**src/rtl/spi_pkg.sv**
```systemverilog
// Shared types and default parameters for the parametrised SPI master.
package spi_pkg;

  typedef enum logic [1:0] {IDLE, LEAD, XFER, TRAIL} spi_state_e;

  typedef struct packed {
    logic cpol;
    logic cpha;
  } spi_cfg_t;

  localparam int SPI_DATA_W = 8;
  localparam int SPI_NUM_CS = 1;
  localparam int SPI_DIV_W  = 8;

endpackage

```
**src/rtl/spi_clk_div.sv**
```systemverilog
// SCLK half-period divider: while enabled, tick is high on the last cycle of every
// H = load_val+1 cycles; load restarts the count and captures the period.
module spi_clk_div
  import spi_pkg::*;
#(
  parameter int DIV_W = SPI_DIV_W
) (
  input  logic             clk,
  input  logic             rst_n,
  input  logic             en,
  input  logic             load,
  input  logic [DIV_W-1:0] load_val,
  output logic             tick
);

  logic [DIV_W-1:0] cnt;
  logic [DIV_W-1:0] period;

  always_ff @(posedge clk or negedge rst_n) begin
    if (!rst_n) begin
      cnt    <= '0;
      period <= '0;
    end else if (load) begin
      cnt    <= load_val;
      period <= load_val;
    end else if (en) begin
      if (cnt == '0) cnt <= period;
      else           cnt <= cnt - 1'b1;
    end
  end

  assign tick = en && (cnt == '0);

endmodule

```
**src/rtl/spi_master_param.sv**
```systemverilog
// Parametrised SPI master: DATA_W-bit words, NUM_CS selects, runtime CPOL/CPHA, SCLK half-period clk_div+1.
// Define SPI_MASTER_LSB_FIRST_EN to add the lsb_first port selecting per-transfer bit order.
module spi_master_param
  import spi_pkg::*;
#(
  parameter  int DATA_W   = SPI_DATA_W,
  parameter  int NUM_CS   = SPI_NUM_CS,
  parameter  int DIV_W    = SPI_DIV_W,
  localparam int CS_SEL_W = (NUM_CS > 1) ? $clog2(NUM_CS) : 1
) (
  input  logic                clk,
  input  logic                rst_n,
  input  logic                start,
  input  logic                cpol,
  input  logic                cpha,
  input  logic [DIV_W-1:0]    clk_div,
  input  logic [CS_SEL_W-1:0] cs_sel,
  input  logic [DATA_W-1:0]   tx_data,
  output logic [DATA_W-1:0]   rx_data,
  output logic                busy,
  output logic                done,
  output logic                sclk,
  output logic                mosi,
  input  logic                miso,
`ifdef SPI_MASTER_LSB_FIRST_EN
  input  logic                lsb_first,
`endif
  output logic [NUM_CS-1:0]   cs_n
);

  localparam int EDGE_W = $clog2(2*DATA_W + 1);
  localparam logic [EDGE_W-1:0] EDGES     = EDGE_W'(2*DATA_W);
  localparam logic [EDGE_W-1:0] LAST_EDGE = EDGE_W'(2*DATA_W - 1);

  spi_state_e        state, state_d;
  spi_cfg_t          cfg;
  logic [DATA_W-1:0] tx_sh;
  logic [DATA_W-1:0] rx_sh;
  logic [EDGE_W-1:0] edge_cnt;
  logic              tick;
  logic              start_ok;
  logic              edge_ev;
  logic              sample;
  logic              lsb_in;
  logic              lsb_q;

  function automatic logic head(input logic [DATA_W-1:0] v, input logic lsb);
    return lsb ? v[0] : v[DATA_W-1];
  endfunction

  function automatic logic [DATA_W-1:0] advance(input logic [DATA_W-1:0] v, input logic lsb);
    return lsb ? (v >> 1) : (v << 1);
  endfunction

  function automatic logic [DATA_W-1:0] capture(input logic [DATA_W-1:0] v, input logic b,
                                                input logic lsb);
    return lsb ? {b, v[DATA_W-1:1]} : {v[DATA_W-2:0], b};
  endfunction

`ifdef SPI_MASTER_LSB_FIRST_EN
  assign lsb_in = lsb_first;
  always_ff @(posedge clk or negedge rst_n) begin
    if (!rst_n)        lsb_q <= 1'b0;
    else if (start_ok) lsb_q <= lsb_first;
  end
`else
  assign lsb_in = 1'b0;
  assign lsb_q  = 1'b0;
`endif

  spi_clk_div #(.DIV_W(DIV_W)) u_div (
    .clk      (clk),
    .rst_n    (rst_n),
    .en       (state != IDLE),
    .load     (start_ok),
    .load_val (clk_div),
    .tick     (tick)
  );

  // The LEAD tick produces the first leading edge; XFER ticks produce the rest,
  // and the XFER tick after the last edge closes the final half-period.
  assign edge_ev = tick && ((state == LEAD) || ((state == XFER) && (edge_cnt != EDGES)));
  assign sample  = ~edge_cnt[0] ^ cfg.cpha;

  always_ff @(posedge clk or negedge rst_n) begin
    if (!rst_n) state <= IDLE;
    else        state <= state_d;
  end

  always_comb begin
    state_d  = state;
    start_ok = 1'b0;
    case (state)
      IDLE: begin
        if (start && (32'(cs_sel) < NUM_CS)) begin
          start_ok = 1'b1;
          state_d  = LEAD;
        end
      end
      LEAD:    if (tick) state_d = XFER;
      XFER:    if (tick && (edge_cnt == EDGES)) state_d = TRAIL;
      TRAIL:   if (tick) state_d = IDLE;
      default: state_d = IDLE;
    endcase
  end

  always_ff @(posedge clk or negedge rst_n) begin
    if (!rst_n) begin
      cfg      <= '0;
      tx_sh    <= '0;
      rx_sh    <= '0;
      edge_cnt <= '0;
      rx_data  <= '0;
      busy     <= 1'b0;
      done     <= 1'b0;
      sclk     <= 1'b0;
      mosi     <= 1'b0;
      cs_n     <= '1;
    end else begin
      done <= 1'b0;
      case (state)
        IDLE: begin
          sclk <= cpol;
          if (start_ok) begin
            cfg      <= '{cpol: cpol, cpha: cpha};
            cs_n     <= ~(NUM_CS'(1) << cs_sel);
            busy     <= 1'b1;
            edge_cnt <= '0;
            rx_sh    <= '0;
            // cpha=0 presents the first bit before the first edge; cpha=1 on it.
            if (cpha) begin
              mosi  <= 1'b0;
              tx_sh <= tx_data;
            end else begin
              mosi  <= head(tx_data, lsb_in);
              tx_sh <= advance(tx_data, lsb_in);
            end
          end
        end
        LEAD, XFER: begin
          if (edge_ev) begin
            sclk     <= ~sclk;
            edge_cnt <= edge_cnt + 1'b1;
            if (sample) begin
              rx_sh <= capture(rx_sh, miso, lsb_q);
            end else if (edge_cnt != LAST_EDGE) begin
              mosi  <= head(tx_sh, lsb_q);
              tx_sh <= advance(tx_sh, lsb_q);
            end
          end
        end
        TRAIL: begin
          sclk <= cfg.cpol;
          if (tick) begin
            done    <= 1'b1;
            busy    <= 1'b0;
            cs_n    <= '1;
            rx_data <= rx_sh;
          end
        end
        default: ;
      endcase
    end
  end

endmodule

```
**config.mk**
```make
export PLATFORM = sky130hd
export DESIGN_NAME = spi_master_param
export DESIGN_NICKNAME = d
export VERILOG_FILES = /design/src/rtl/spi_pkg.sv /design/src/rtl/spi_clk_div.sv /design/src/rtl/spi_master_param.sv
export SDC_FILE = /design/constraint.sdc
export NUM_CORES = 1
export LEC_CHECK = 0
export CORE_MARGIN = 5
export CORE_UTILIZATION = 48
export DETAILED_ROUTE_END_ITERATION = 12
export GPL_TIMING_DRIVEN = 0
export HOLD_SLACK_MARGIN = 0.02
export PLACE_DENSITY = 0.8
export SKIP_LAST_GASP = 1
export SYNTH_ARGS = -nofsm -noshare
export SYNTH_HDL_FRONTEND = slang
export SYNTH_SLANG_ARGS = --single-unit
```
**constraint.sdc**
```tcl
create_clock -name clk -period 2.7 [get_ports clk]
set_input_delay 0.27 -clock clk [delete_from_list [all_inputs] [get_ports clk]]
set_output_delay 0.27 -clock clk [all_outputs]
set_load 0.02 [all_outputs]
```
==> reports/metrics.yaml, run 1 <==
critPathArrivalTime_ns: 2.70
max_clock_freq_ghz: 0.402
drt-initial-drc-count: 61
critPathRequiredTime_ns: 2.91
min_path_type: "register to register"
fin_crit_sh_pct: 92.2
cts_tree: "yes"
ys_types: 46
dpl_cell_area_um2: 3290
crit_fanout: 10
setup.worst_path.start: "state[1]"
grt_setup_unrepaired: "yes"
fin_cells: 370
yosys_warnings: 0
place_ws_ns: 0.0113
stdcell_area_um2: 3430
syn_area_per_cell_um2: 11.3
grt_max_degree: 30
synth_enable_flop_cells: 0
crit_end: "rx_sh[3]"
drv_cap: 0
synthFlopType: "dfrtp_1"
dieArea_um2: 7570
rrSetupSlack_ns: 0.21
antenna_left: 0
antenna_found_initial: 0
syn_inst: 251
fillers: 498
synth_seq_cells: 54
intPower_mw: 1.13
final_nets: 326
pwr-share-seq_pct: 55.8
power.switching_mw: 0.318
netlist_area_um2: 2850
grt_usage_pct: 16.3
slew_headroom_pct: 53.5
route.detailed.drc: 0
num_antenna_cells: 0
grt-ovfl-total: 0
io_pins: 36
crit_type: "register to register"
utilization_pct: 58.6
firstDrtPassIters: 4
hold_viol_final: 0
fp.dieH_um: 87.0
synth_nets: 283
clock_sink_count: 54
synthArstFlopShare_pct: 100
cts_max_path_buffers: 2
rows: 28
placed_cells: 361
worst_pin_slew_ns: 0.692
cts_root_buf: "clkbuf_8"
p_clk_share_pct: 39.1
regToRegEndpoint: "rx_sh[3]"
power_density_nw_per_um2: 423
postCtsSetupBuffers: 0
synth_seq_area_share_pct: 47.5
fin_skew_ns: 0.00886
status: "complete, no violations"
switching_share_pct: 21.9
power_frac_comb_pct: 5.0
core-area_um2: 5850
setup_violations: 0
viasPerCell: 5.41
clk_pin_slew_ns: 0.10
syn_to_final_growth_pct: 20.5
leakage_nw: 1.64
slew_violations: 0
grt_first_pass_wirelength_mm: 9.64
multiInputGateArea_um2: 1390
hpwl_mm: 4.02
gp_congestion: 0.818
port_buffers: 34
seq_area_um2: 1350
routed_wl_mm: 5.58
r2r_cells: 8
start_util_pct: 48.6
drt-wirelength-per-cell_um: 15.1
die_x_um: 87.0
num_vias: 2001
startpoint_type: "register"
period_minus_slack_ns: 2.49
htreeDepth: 2
grt_pass1_vias: 2074
ir_drop_mv: 0.382
tns_ns: 0
clkLatencyLatePin_ns: 0.32
layout-drive-gt1-share_pct: 19.0
cts_made_buffers: 5
r2r_start: "state[1]"
setup_ws_ns: 0.212
end_kind: "register"
## registers in the layout, summed over array words and instances (netlist names)
| name | flops |
|---|---|
| rx_data | 8 |
| rx_sh | 8 |
| tx_sh | 8 |
| u_div.cnt | 8 |
| u_div.period | 8 |
| edge_cnt | 5 |
| cfg | 2 |
| state | 2 |
| busy | 1 |
| cs_n | 1 |
| done | 1 |
| mosi | 1 |
| sclk | 1 |
## logic make-up (layout without fill, tap and decap cells)
family / count (synthesis) / in the layout / synth area share (%)
muxes: 54 / 54 / 21.5
xor gates and xnor gates: 2 / 2 / 0.616
AOI/OAI and AO/OA: 37 / 37 / 8.58
buffers and inverters: 25 / 69 / 3.87
and+or+nand+nor: 70 / 70 / 13.9
adders and majority gates: 9 / 9 / 3.96
DFF: 54 / 54 / 47.5
## power groups by stage
stage	Combinational, mW	Clock (mW)	Sequential, mW
floorplan	0.0169	0	0.825
global placement	0.0693	0	0.825
detailed placement	0.0730	0	0.825
CTS	0.0744	0.581	0.810
global route	0.0808	0.617	0.810
finish	0.0728	0.567	0.809
## metal layers
metal,wire [um],track usage (%),vias up,share of wire [%]
met5,0,0,-,0
met4,87,6.66,0,1.6
met3,277,3.78,8,5.0
met2,2720,27.0,39,49
met1,2500,20.5,984,45
li1,-,-,970,-
## per-stage QoR
step / power [mW] / hold WS (ns)
2_1_floorplan: 0.842 / -0.0256
3_3_place_gp: 0.895 / 0.457
3_5_place_dp: 0.898 / 0.344
4_1_cts: 1.47 / 0.482
5_1_grt: 1.51 / 0.511
6_report: 1.45 / 0.478
## synthesized netlist by cell type (3+ instances only)
master    number  area (um2)
clkbuf_1      11        41.3
nor2b_1        9        56.3
mux2i_1       18         180
inv_1         11        41.3
mux2_4         7         105
o21ai_0       17        85.1
ha_1           9         113
nor2_1         8        30.0
nand3_1        7        35.0
o211ai_1       3        22.5
nand2b_1       5        31.3
nand2_1       19        71.3
mux2_2        29         327
dfrtp_1       53        1330
nor3_1         5        25.0
## area by class of cell
cell class	count	share of cell area (%)
buffer	14	2.01
inverter	11	1.20
sequential	54	39.4
timing repair buffer	36	10.7
multi-input combinational	172	40.6
tap	75	2.74
clock buffer	5	2.01
clock inverter	3	1.39
## critical path: stages, from the launching register on
cell and delay (ns):
dfrtp_1 0.42, inv_1 0.13, ha_1 0.32, nand3b_1 0.11, clkbuf_1 0.28, nor2_1 0.38, clkbuf_1 0.39, nor2b_1 0.09
mux2_2 0.27
## timing repair
| item | in CTS | in global routing |
|---|---|---|
| setup endpoints to repair | 0 | 8 |
| hold buffers | 1 | 0 |
| endpoints found under the hold margin | 27 | 0 |
| gates resized for setup | 0 | 1 |
## cells in the final DEF (no fill, tap or decap), types with 3 or more instances in the layout
cell type | Yosys | final
dfrtp_1 | 53 | 53
clkdlybuf4s50_1 | 0 | 33
mux2_2 | 29 | 29
nand2_1 | 19 | 19
mux2i_1 | 18 | 18
o21ai_0 | 17 | 17
inv_1 | 11 | 11
clkbuf_1 | 11 | 11
nor2b_1 | 9 | 9
ha_1 | 9 | 9
nor2_1 | 8 | 8
nand3_1 | 7 | 7
mux2_4 | 7 | 7
nand2b_1 | 5 | 5
nor3_1 | 5 | 5
clkbuf_8 | 0 | 5
o211ai_1 | 3 | 3
## how the worst min path moves through the flow
stage | from | to | slack [ns] | cells after the start
2_1_floorplan | rst_n | busy | -0.03 | 0
3_3_place_gp | u_div.period[6] | u_div.period[6] | 0.46 | 2
3_5_place_dp | rst_n | u_div.period[0] | 0.34 | 1
4_1_cts | u_div.period[6] | u_div.period[6] | 0.48 | 2
5_1_grt | u_div.period[4] | u_div.period[4] | 0.51 | 2
6_report | u_div.period[6] | u_div.period[6] | 0.48 | 2
Power figures use the tool's default switching activity.
==> run 2, diff against run 1 <==
--- a/config.mk
+++ b/config.mk
@@ -5,6 +5,7 @@
 export SDC_FILE = /design/constraint.sdc
 export NUM_CORES = 1
 export LEC_CHECK = 0
+export ABC_AREA = 1
 export CORE_MARGIN = 5
 export CORE_UTILIZATION = 48
 export DETAILED_ROUTE_END_ITERATION = 12
==> reports/metrics.yaml, run 2 <==
postCtsSetupBuffers: 0  # unchanged
cp_cell_sequence: "inv_1, ha_1, buf_2, nand3_2, inv_1, buf_2, nor2_1, o21ai_0, a21oi_1"  # was inv_1, ha_1, nand3b_1, clkbuf_1, nor2_1, clkbuf_1, nor2b_1, mux2_2
clock_sink_count: 54  # unchanged
hold_slack_ns: 0.441  # was 0.478 ns
syn_to_final_growth_pct: 20.0  # was 20.5%
power_density_nw_per_um2: 978  # was 423 nW/um2
synth_top_area_cell: "dfrtp_1"  # unchanged
drv_cap: 0  # unchanged
critPathRequiredTime_ns: 2.90  # was 2.91 ns
firstDrtPassIters: 4  # unchanged
gp_congestion: 0.855  # was 0.818
ys_top_cells_by_area: "dfrtp_1 (47%), nand2_1 (18%), o21ai_0 (4.1%)"  # was dfrtp_1 (47%), mux2_2 (11%), mux2i_1 (6.3%)
r2r_cells: 9  # was 8
leakage_nw: 1.61  # was 1.64 nW
io_pins: 36  # unchanged
clk_pin_slew_ns: 0.10  # about the same
port_buffers: 35  # was 34
slew_violations: 0  # unchanged
min_path_type: "input pin to async pin"  # was register to register
cts_root_buf: "clkbuf_8"  # unchanged
antenna_found_initial: 0  # unchanged
synth_nets: 377  # was 283
synth_top_cell_area_share_pct: 47.4  # was 46.6%
synthTopCellsByCount: "nand2_1 (134), dfrtp_1 (53), inv_1 (24)"  # was dfrtp_1 (53), mux2_2 (29), nand2_1 (19)
routed_wl_mm: 5.99  # was 5.58 mm
antenna_left: 0  # unchanged
hold_viol_final: 0  # unchanged
slowest_stage: "dfrtp_1"  # unchanged
setup_ws_ns: 0.620  # was 0.212 ns
htreeDepth: 2  # unchanged
place_ws_ns: 0.672  # was 0.0113 ns
synthFlopType: "dfrtp_1"  # unchanged
synth_seq_cells: 54  # unchanged
fin_skew_ns: 0.00523  # was 0.00886 ns
crit_cells: 9  # was 8
grt_max_degree: 35  # was 30
setup_violations: 0  # unchanged
dieArea_um2: 7460  # was 7570 um2
synthArstFlopShare_pct: 100  # unchanged
regToRegEndpoint: "u_div.cnt[4]"  # was rx_sh[3]
grt_usage_pct: 17.5  # was 16.3%
cts_max_path_buffers: 2  # unchanged
critPathArrivalTime_ns: 2.28  # was 2.70 ns
ys_types: 30  # was 46
synth_seq_area_share_pct: 48.3  # was 47.5%
grt_setup_unrepaired: "no"  # was yes
cts_hold_buf: 1  # unchanged
period_minus_slack_ns: 2.08  # was 2.49 ns
drt-initial-drc-count: 135  # was 61
num_antenna_cells: 0  # unchanged
fin_crit_sh_pct: 77.0  # was 92.2%
p_total_mw: 3.28  # was 1.45 mW
final_cell_mix: "nand2_1 (134), dfrtp_1 (53), clkdlybuf4s50_1 (34)"  # was dfrtp_1 (53), clkdlybuf4s50_1 (33), mux2_2 (29)
final_nets: 421  # was 326
crit_fanout: 10  # unchanged
status: "complete, no violations"  # unchanged
netlist_area_um2: 2800  # was 2850 um2
route.detailed.drc: 0  # unchanged
start_util_pct: 50.2  # was 48.6%
syn_area_per_cell_um2: 8.12  # was 11.3 um2
final_common_cell: "nand2_1"  # was dfrtp_1
synth_most_common_cell: "nand2_1"  # was dfrtp_1
rows: 27  # was 28
layout-drive-gt1-share_pct: 10.5  # was 19.0%
cts_tree: "yes"  # unchanged
grt_pass1_vias: 2374  # was 2074
clkLatencyLatePin_ns: 0.32  # about the same
ir_drop_mv: 0.448  # was 0.382 mV
viasPerCell: 5.21  # was 5.41
grt_first_pass_wirelength_mm: 10.6  # was 9.64 mm
num_vias: 2408  # was 2001
cts_made_buffers: 5  # unchanged
slew_headroom_pct: 64.0  # was 53.5%
core-area_um2: 5570  # was 5850 um2
startpoint_type: "register"  # unchanged
ctsResizeCount: 0  # unchanged
rrSetupSlack_ns: 0.62  # was 0.21 ns
drt-wirelength-per-cell_um: 13.0  # was 15.1 um
fp.dieH_um: 86.4  # was 87.0 um
crit_type: "register to register"  # unchanged
hpwl_mm: 4.33  # was 4.02 mm
max_clock_freq_ghz: 0.481  # was 0.402 GHz
utilization_pct: 60.3  # was 58.6%
cp_top_family: "buffers and inverters"  # unchanged
syn_inst: 345  # was 251
slowest_delay_ns: 0.42  # about the same
path_buf_inv: 4  # was 3
worst_pin_slew_ns: 0.538  # was 0.692 ns
die_x_um: 86.4  # was 87.0 um
synth_enable_flop_cells: 0  # unchanged
tns_ns: 0  # unchanged
r2r_start: "state[0]"  # was state[1]
grt-ovfl-total: 0  # unchanged
end_kind: "register"  # unchanged
yosys_warnings: 0  # unchanged
==> run 2: cell count changes after synthesis, moves of 9 or more <==
cell | previous run | this run
o21ai_2 | 0 | 9
nor2b_1 | 9 | 0
nand2_1 | 19 | 134
mux2_2 | 29 | 0
mux2i_1 | 18 | 0
nor2_1 | 8 | 22
inv_1 | 11 | 24
==> run 2: where the power goes <==
| part | internal [mW] | switching (mW) |
|---|---|---|
| Combinational | 0.557 | 1.02 |
| Sequential | 1.06 | 0.168 |
| Clock | 0.188 | 0.287 |
==> run 2: kinds of logic (layout without fill, tap and decap cells) <==
family | Yosys count | in the layout | synth area share [%]
AO/OA/AOI/OAI | 50 | 50 | 10.8
XOR/XNOR | 4 | 4 | 1.25
adder cells (fa/ha/maj) | 9 | 9 | 4.02
buffers and inverters | 35 | 80 | 5.45
flip-flops | 54 | 54 | 48.3
AND/OR/NAND/NOR | 193 | 193 | 30.2
==> run 2: metal layers <==
| metal | track usage (%) | wire (um) | up-vias |
|---|---|---|---|
| met1 | 22.6 | 2720 | 1134 |
| met4 | 5.38 | 74 | 0 |
| met5 | 0 | 0 | - |
| met2 | 28.8 | 2860 | 60 |
| li1 | - | - | 1206 |
| met3 | 4.66 | 339 | 8 |
==> run 2: worst max-delay path by stage <==
stage	from	endpoint	slack, ns
4_1_cts	state[0]	u_div.cnt[4]	0.65
5_1_grt	state[0]	u_div.cnt[6]	0.42
2_1_floorplan	state[0]	tx_sh[0]	1.03
3_3_place_gp	rst_n	rx_sh[4]	-0.27
6_report	state[0]	u_div.cnt[4]	0.62
3_5_place_dp	state[0]	u_div.cnt[4]	0.67
==> run 2: area by class of cell <==
| type | instances | area [um2] |
|---|---|---|
| sequential | 54 | 1350 |
| fill | 486 | 2210 |
| inverter | 25 | 93.8 |
| timing repair buffer | 37 | 375 |
| tap | 72 | 90.1 |
| buffer | 10 | 58.8 |
| clock buffer | 5 | 68.8 |
| clock inverter | 3 | 25.0 |
| multi-input combinational | 256 | 1290 |
==> run 2: per-stage QoR <==
step                area [um2]  instances
global placement          3240        452
global route              3360        462
floorplan                 2800        345
detailed placement        3260        453
finish                    3360        462
CTS                       3360        462
==> run 3, diff against run 2 <==
--- a/config.mk
+++ b/config.mk
@@ -11,7 +11,7 @@
 export DETAILED_ROUTE_END_ITERATION = 12
 export GPL_TIMING_DRIVEN = 0
 export HOLD_SLACK_MARGIN = 0.02
-export PLACE_DENSITY = 0.8
+export PLACE_DENSITY = 0.83
 export SKIP_LAST_GASP = 1
 export SYNTH_ARGS = -nofsm -noshare
 export SYNTH_HDL_FRONTEND = slang
==> constraint.sdc (replaced) <==
create_clock -name clk -period 1.89 [get_ports clk]
set_input_delay 0.189 -clock clk [delete_from_list [all_inputs] [get_ports clk]]
set_output_delay 0.189 -clock clk [all_outputs]
set_load 0.02 [all_outputs]
==> reports/metrics.yaml, run 3 (synthesized netlist as in run 2, its figures left out) <==
cts_max_path_buffers: 2  # unchanged
slowest_delay_ns: 0.41  # was 0.42 ns
crit_fanout: 10  # unchanged
slowest_stage: "dfrtp_1"  # unchanged
status: "complete, no violations"  # unchanged
grt_max_degree: 42  # was 35
core-area_um2: 5570  # unchanged
period_minus_slack_ns: 1.76  # was 2.08 ns
intPower_mw: 2.72  # was 1.81 mW
placed_cells: 453  # unchanged
drt-wirelength-per-cell_um: 13.1  # was 13.0 um
gp_congestion: 0.850  # was 0.855
critPathArrivalTime_ns: 1.97  # was 2.28 ns
htreeDepth: 2  # unchanged
drt-initial-drc-count: 162  # was 135
slew_violations: 0  # unchanged
fin_skew_ns: 0.0114  # was 0.00523 ns
r2r_start: "state[0]"  # unchanged
setup_violations: 0  # unchanged
fillers: 497  # was 486
fin_crit_sh_pct: 92.9  # was 77.0%
startpoint_type: "register"  # unchanged
port_buffers: 35  # unchanged
cts_tree: "yes"  # unchanged
grt-ovfl-total: 0  # unchanged
ir_drop_mv: 0.625  # was 0.448 mV
cp_cell_sequence: "inv_1, ha_2, buf_4, nor3_4, nand2_1, nand2_2, nand3_4, buf_6, nand2_2, o21ai_2"  # was inv_1, ha_1, buf_2, nand3_2, inv_1, buf_2, nor2_1, o21ai_0, a21oi_1
p_clk_share_pct: 13.6  # was 14.5%
grt_first_pass_wirelength_mm: 10.6  # about the same
pwr-share-seq_pct: 35.8  # was 37.4%
grt_usage_pct: 17.3  # was 17.5%
power.switching_mw: 2.20  # was 1.48 mW
layout-drive-gt1-share_pct: 15.0  # was 10.5%
routed_wl_mm: 6.17  # was 5.99 mm
antenna_found_initial: 0  # unchanged
fp.dieH_um: 86.4  # unchanged
hpwl_mm: 4.25  # was 4.33 mm
clock_sink_count: 54  # unchanged
grt_setup_unrepaired: "yes"  # was no
io_pins: 36  # unchanged
utilization_pct: 62.5  # was 60.3%
viasPerCell: 5.25  # was 5.21
setup.worst_path.start: "state[0]"  # unchanged
cpMostUsedCell: "nand2_2"
rows: 27  # unchanged
route.detailed.drc: 0  # unchanged
antenna_left: 0  # unchanged
die_x_um: 86.4  # unchanged
grt_pass1_vias: 2383  # was 2374
start_util_pct: 50.2  # unchanged
hold_viol_final: 0  # unchanged
cts_made_buffers: 5  # unchanged
fin_cells: 471  # was 462
tns_ns: 0  # unchanged
min_path_type: "input pin to async pin"  # unchanged
num_antenna_cells: 0  # unchanged
final_common_cell: "nand2_1"  # unchanged
firstDrtPassIters: 4  # unchanged
final_cell_mix: "nand2_1 (134), dfrtp_1 (53), clkdlybuf4s50_1 (34)"  # unchanged
clk_pin_slew_ns: 0.10  # about the same
cts_root_buf: "clkbuf_8"  # unchanged
num_vias: 2471  # was 2408
clkLatencyLatePin_ns: 0.31  # was 0.32 ns
switching_share_pct: 44.7  # was 45.0%
leakage_nw: 1.66  # was 1.61 nW
crit_type: "register to register"  # unchanged
dieArea_um2: 7460  # unchanged
end_kind: "register"  # unchanged
drv_cap: 0  # unchanged
critPathRequiredTime_ns: 2.11  # was 2.90 ns
syn_to_final_growth_pct: 24.4  # was 20.0%
final_nets: 430  # was 421
power_density_nw_per_um2: 1410  # was 978 nW/um2
max_clock_freq_ghz: 0.570  # was 0.481 GHz
worst_pin_slew_ns: 0.459  # was 0.538 ns
slew_headroom_pct: 69.4  # was 64.0%
power_frac_comb_pct: 50.6  # was 48.1%
-- run 3: cell types whose count changed in the layout (fill, tap and decap cells not counted), moves of 3 or more --
cell | before | now
inv_1 | 24 | 21
inv_2 | 1 | 4
buf_2 | 5 | 2
nor2_1 | 22 | 19
nor2_2 | 1 | 4
buf_4 | 0 | 11
-- run 3: what timing repair did --
| action | in CTS | in global routing |
|---|---|---|
| pin swaps | 2 | 4 |
| hold endpoints to repair | 13 | 0 |
| cloned | 0 | 1 |
| endpoints found under the setup margin | 30 | 39 |
| hold buffers | 1 | 0 |
| gates resized for setup | 3 | 20 |
| buffers inserted | 2 | 7 |
-- run 3: power groups by stage --
stage               Combinational, mW  Sequential, mW  Clock [mW]
finish                           2.48            1.76       0.669
global route                     2.79            1.81       0.733
CTS                              2.29            1.75       0.687
detailed placement               2.25            1.77           0
global placement                 2.18            1.76           0
floorplan                        1.71            1.74           0
-- run 3: layout make-up --
cell class	instances	area [um2]	area share, %
plain buffers	9	70.1	2.01
clock buffers	5	68.8	1.98
clock inverters	3	22.5	0.647
inverters	25	93.8	2.69
multi-input cells	257	1340	38.5
flip-flops and latches	54	1350	38.8
well taps	72	90.1	2.59
repair buffers	46	443	12.7
-- run 3: worst max-delay path: cells and delay by family (launching register included) --
family                   cells  cell delay [ns]
buffers and inverters        3             0.45
AND/OR/NAND/NOR              5             0.57
AO/OA/AOI/OAI                1             0.04
flip-flops                   1             0.41
adder cells (fa/ha/maj)      1             0.18
-- run 3: path summary, 6_finish.rpt --
check | to | slack (ns) | cells after the start
min in group clk | u_div.period[1] | 0.42 | 3
hold reg to reg | rx_data[5] | 0.48 | 2
hold / removal | rx_data[4] | 0.30 | 2
setup reg to reg | rx_sh[5] | 0.13 | 10
setup / recovery | rx_sh[5] | 0.13 | 10
max in group asynchronous | cs_n | 1.01 | 3
-- run 3: layer usage --
layer  global-route usage [%]  wire length (um)  vias up
met5                        0                 0        -
met1                     23.1              2780     1170
li1                         -                 -     1227
met2                     28.8              3010       66
met3                     3.33               311        8
met4                     4.67                65        0
-- run 3: stage by stage --
stage | power, mW | instance area, um2 | hold slack (ns) | worst slack (ns)
final | 4.91 | 3480 | 0.303 | 0.134
after detailed placement | 4.02 | 3260 | 0.117 | -0.143
after global placement | 3.94 | 3240 | 0.454 | -0.991
after global routing | 5.33 | 3480 | 0.347 | -0.00907
after CTS | 4.73 | 3380 | 0.303 | -0.0440
after floorplan | 3.46 | 2800 | -0.107 | 0.225
==> RTL edit (config.mk and constraints of run 1) <==
Re-encode `spi_state_e` (4 states) as Gray code, 2 bits wide.
--- a/src/rtl/spi_pkg.sv
+++ b/src/rtl/spi_pkg.sv
@@ -1,7 +1,7 @@
 // Shared types and default parameters for the parametrised SPI master.
 package spi_pkg;
 
-  typedef enum logic [1:0] {IDLE, LEAD, XFER, TRAIL} spi_state_e;
+  typedef enum logic [1:0] {IDLE = 2'b00, LEAD = 2'b01, XFER = 2'b11, TRAIL = 2'b10} spi_state_e;
 
   typedef struct packed {
     logic cpol;
Formal check against the unedited RTL: no difference found for any inputs over 10 cycles, from zero or initial values and one cycle with rst_n low; not proved beyond that.
==> RTL edit against run 1 <==
  * Clock power is essentially flat
  * Combinational power is 7.6% higher
  * Via count is 0.15% higher
  * Highest routed layer unchanged
  * Synthesized area decreased by 5.4%
  * Routed wire length is 3.9% lower
  * Core utilization up 1.0 points
  * Total power is 0.49% higher
  * Setup slack improved by 0.079 ns
  * Critical path depth shrank 2
  * Sequential share of layout area increased by 2.0 points
  * Sequential cell count did not move
  * Design area decreased by 4.8%
==> RTL edit: results (changes against run 1) <==
| Metric | Value |
|---|---|
| Crit-path leading delay family | `compound AO/OA/AOI/OAI gates (was buffers and inverters)` |
| CTS-repair resized insts | `0 (unchanged)` |
| Slowest CP cell | `dfrtp_1 (unchanged)` |
| Clock root buffer | `clkbuf_8 (unchanged)` |
| Drt total wl | `5.36 mm (was 5.58 mm)` |
| Placed Area | `3140 sq um (was 3290 sq um)` |
| Pin count of the biggest net entering global routing | `41 (was 30)` |
| Post-Synth XOR/XNOR Area | `0.651% (was 0.616%)` |
| Placer Congestion | `0.912 (was 0.818)` |
| FILL cells | `465 (was 498)` |
| Setup Fix Bufs, Post-CTS | `0 (unchanged)` |
| Post-synthesis mux area share | `15.7% (was 21.5%)` |
| Worst endpoint data arrival time | `2.62 ns (was 2.70 ns)` |
| Min-delay worst type | `in -> async (was reg -> reg)` |
| Initial antenna violation count | `0 (unchanged)` |
| DRT iter0 DRCs | `149 (was 61)` |
| Rel. slew slack | `51.0% (was 53.5%)` |
| Commonest cells post-synth | `dfrtp_1 (53), nand2_1 (52), mux2i_1 (17) (was dfrtp_1 (53), mux2_2 (29), nand2_1 (19))` |
| Top_reg_cell synth | `dfrtp_1 (unchanged)` |
| Clock slew at reported path FFs | `0.10 ns (about the same)` |
| Final nets | `331 (was 326)` |
| Flop2flop setup slack | `0.29 ns (was 0.21 ns)` |
| Synth area leaders | `dfrtp_1 (49%), nand2_1 (7.2%), mux2i_1 (6.3%), mux2_2 (5.4%), mux2_4 (3.9%) (was dfrtp_1 (47%), mux2_2 (11%), mux2i_1 (6.3%), ha_1 (4.0%), mux2_4 (3.7%))` |
| Synth unique cells | `43 (was 46)` |
| Layout cell share with drive strength beyond 1 | `13.8% (was 19.0%)` |
| Syn_nets | `288 (was 283)` |
| Max rail drop VDD | `0.257 mV (was 0.382 mV)` |
| Outcome | `completed (unchanged)` |
| Post-synthesis adder-cell area fraction | `1.86% (was 3.96%)` |
| Yosys warnings | `0 (unchanged)` |
| H-tree depth | `2 (unchanged)` |
| Worst stage delay on the critical path | `0.42 ns (about the same)` |
| Cts bufs inserted | `5 (unchanged)` |
| Fin Clk Skew | `0.0112 ns (was 0.00886 ns)` |
| DP HPWL | `3.95 mm (was 4.02 mm)` |
| FF-to-FF Start | `u_div.cnt[0]$_DFFE_PN0P_ (was state[1]$_DFFE_PN0P_)` |
| Worst setup endpoint | `mosi$_DFFE_PN0P_ (was rx_sh[3]$_DFFE_PN0P_)` |
| Seq/Total Area, Yosys | `50.2% (was 47.5%)` |
| Detailed Routing Iterations Pass 1 | `4 (unchanged)` |
| Vias | `2004 (was 2001)` |
| All-Layer GR Usage | `16.3% (about the same)` |
| ANT cells | `0 (unchanged)` |
| Pleak | `1.48 nW (was 1.64 nW)` |
| Pins Over Slew Limit | `0 (unchanged)` |
| CP Max Fanout | `9 (was 10)` |
| Global-route wire length before repair | `9.48 mm (was 9.64 mm)` |
| R2R cell count | `6 (was 8)` |
| Ys async rst share | `100% (unchanged)` |
| Post-synthesis compound-gate area fraction | `10.7% (was 8.58%)` |
==> RTL edit: cell types whose count changed in the layout (fill, tap and decap cells not counted), sizes merged, moves of 5 or more <==
cell / before / now
ha: 9 / 4
nor2b: 9 / 2
nor2: 8 / 15
a21oi: 2 / 12
nand2: 20 / 52
mux2: 36 / 20
==> RTL edit: metrics by stage <==
stage / setup WS (ns) / hold slack (ns) / instances / utilization, % / total power [mW]
final: 0.290 / 0.381 / 377 / 59.6 / 1.46
after global routing: 0.119 / 0.423 / 377 / 59.6 / 1.51
after detailed placement: 0.354 / 0.202 / 368 / 57.3 / 0.907
after floorplan: 0.679 / -0.0256 / 261 / - / 0.848
after CTS: 0.278 / 0.392 / 377 / 59.6 / 1.46
after global placement: -0.290 / 0.451 / 367 / 57.1 / 0.904
==> RTL edit: final cells by class <==
class                      instances  area share [%]
buffer                            13            1.80
multi-input combinational        179            37.5
inverter                          15            1.72
timing repair buffer              36            11.2
clock buffer                       5            2.11
clock inverter                     3            1.46
sequential                        54            41.4
tap                               72            2.76
==> RTL edit: cells by family after synthesis <==
| kind of cell | Yosys count |
|---|---|
| AO/OA/AOI/OAI | 45 |
| XOR/XNOR | 2 |
| adder cells (fa/ha/maj) | 4 |
| buffers and inverters | 28 |
| flip-flops | 54 |
| multiplexers | 37 |
| AND/OR/NAND/NOR | 91 |
==> RTL edit: per-layer routing <==
metal,global-route usage (%),vias to the layer above,share of wire (%)
met2,27.1,35,50
li1,-,983,-
met4,6.62,0,1.8
met1,21.3,977,45
met5,0,-,0
met3,2.43,9,3.2
==> RTL edit: report_power, final <==
group          internal (mW)  switching [mW]  total, mW
registers              0.810         0.00184      0.812
logic                 0.0434          0.0349     0.0783
clock network          0.281           0.284      0.566
total                   1.14           0.321       1.46
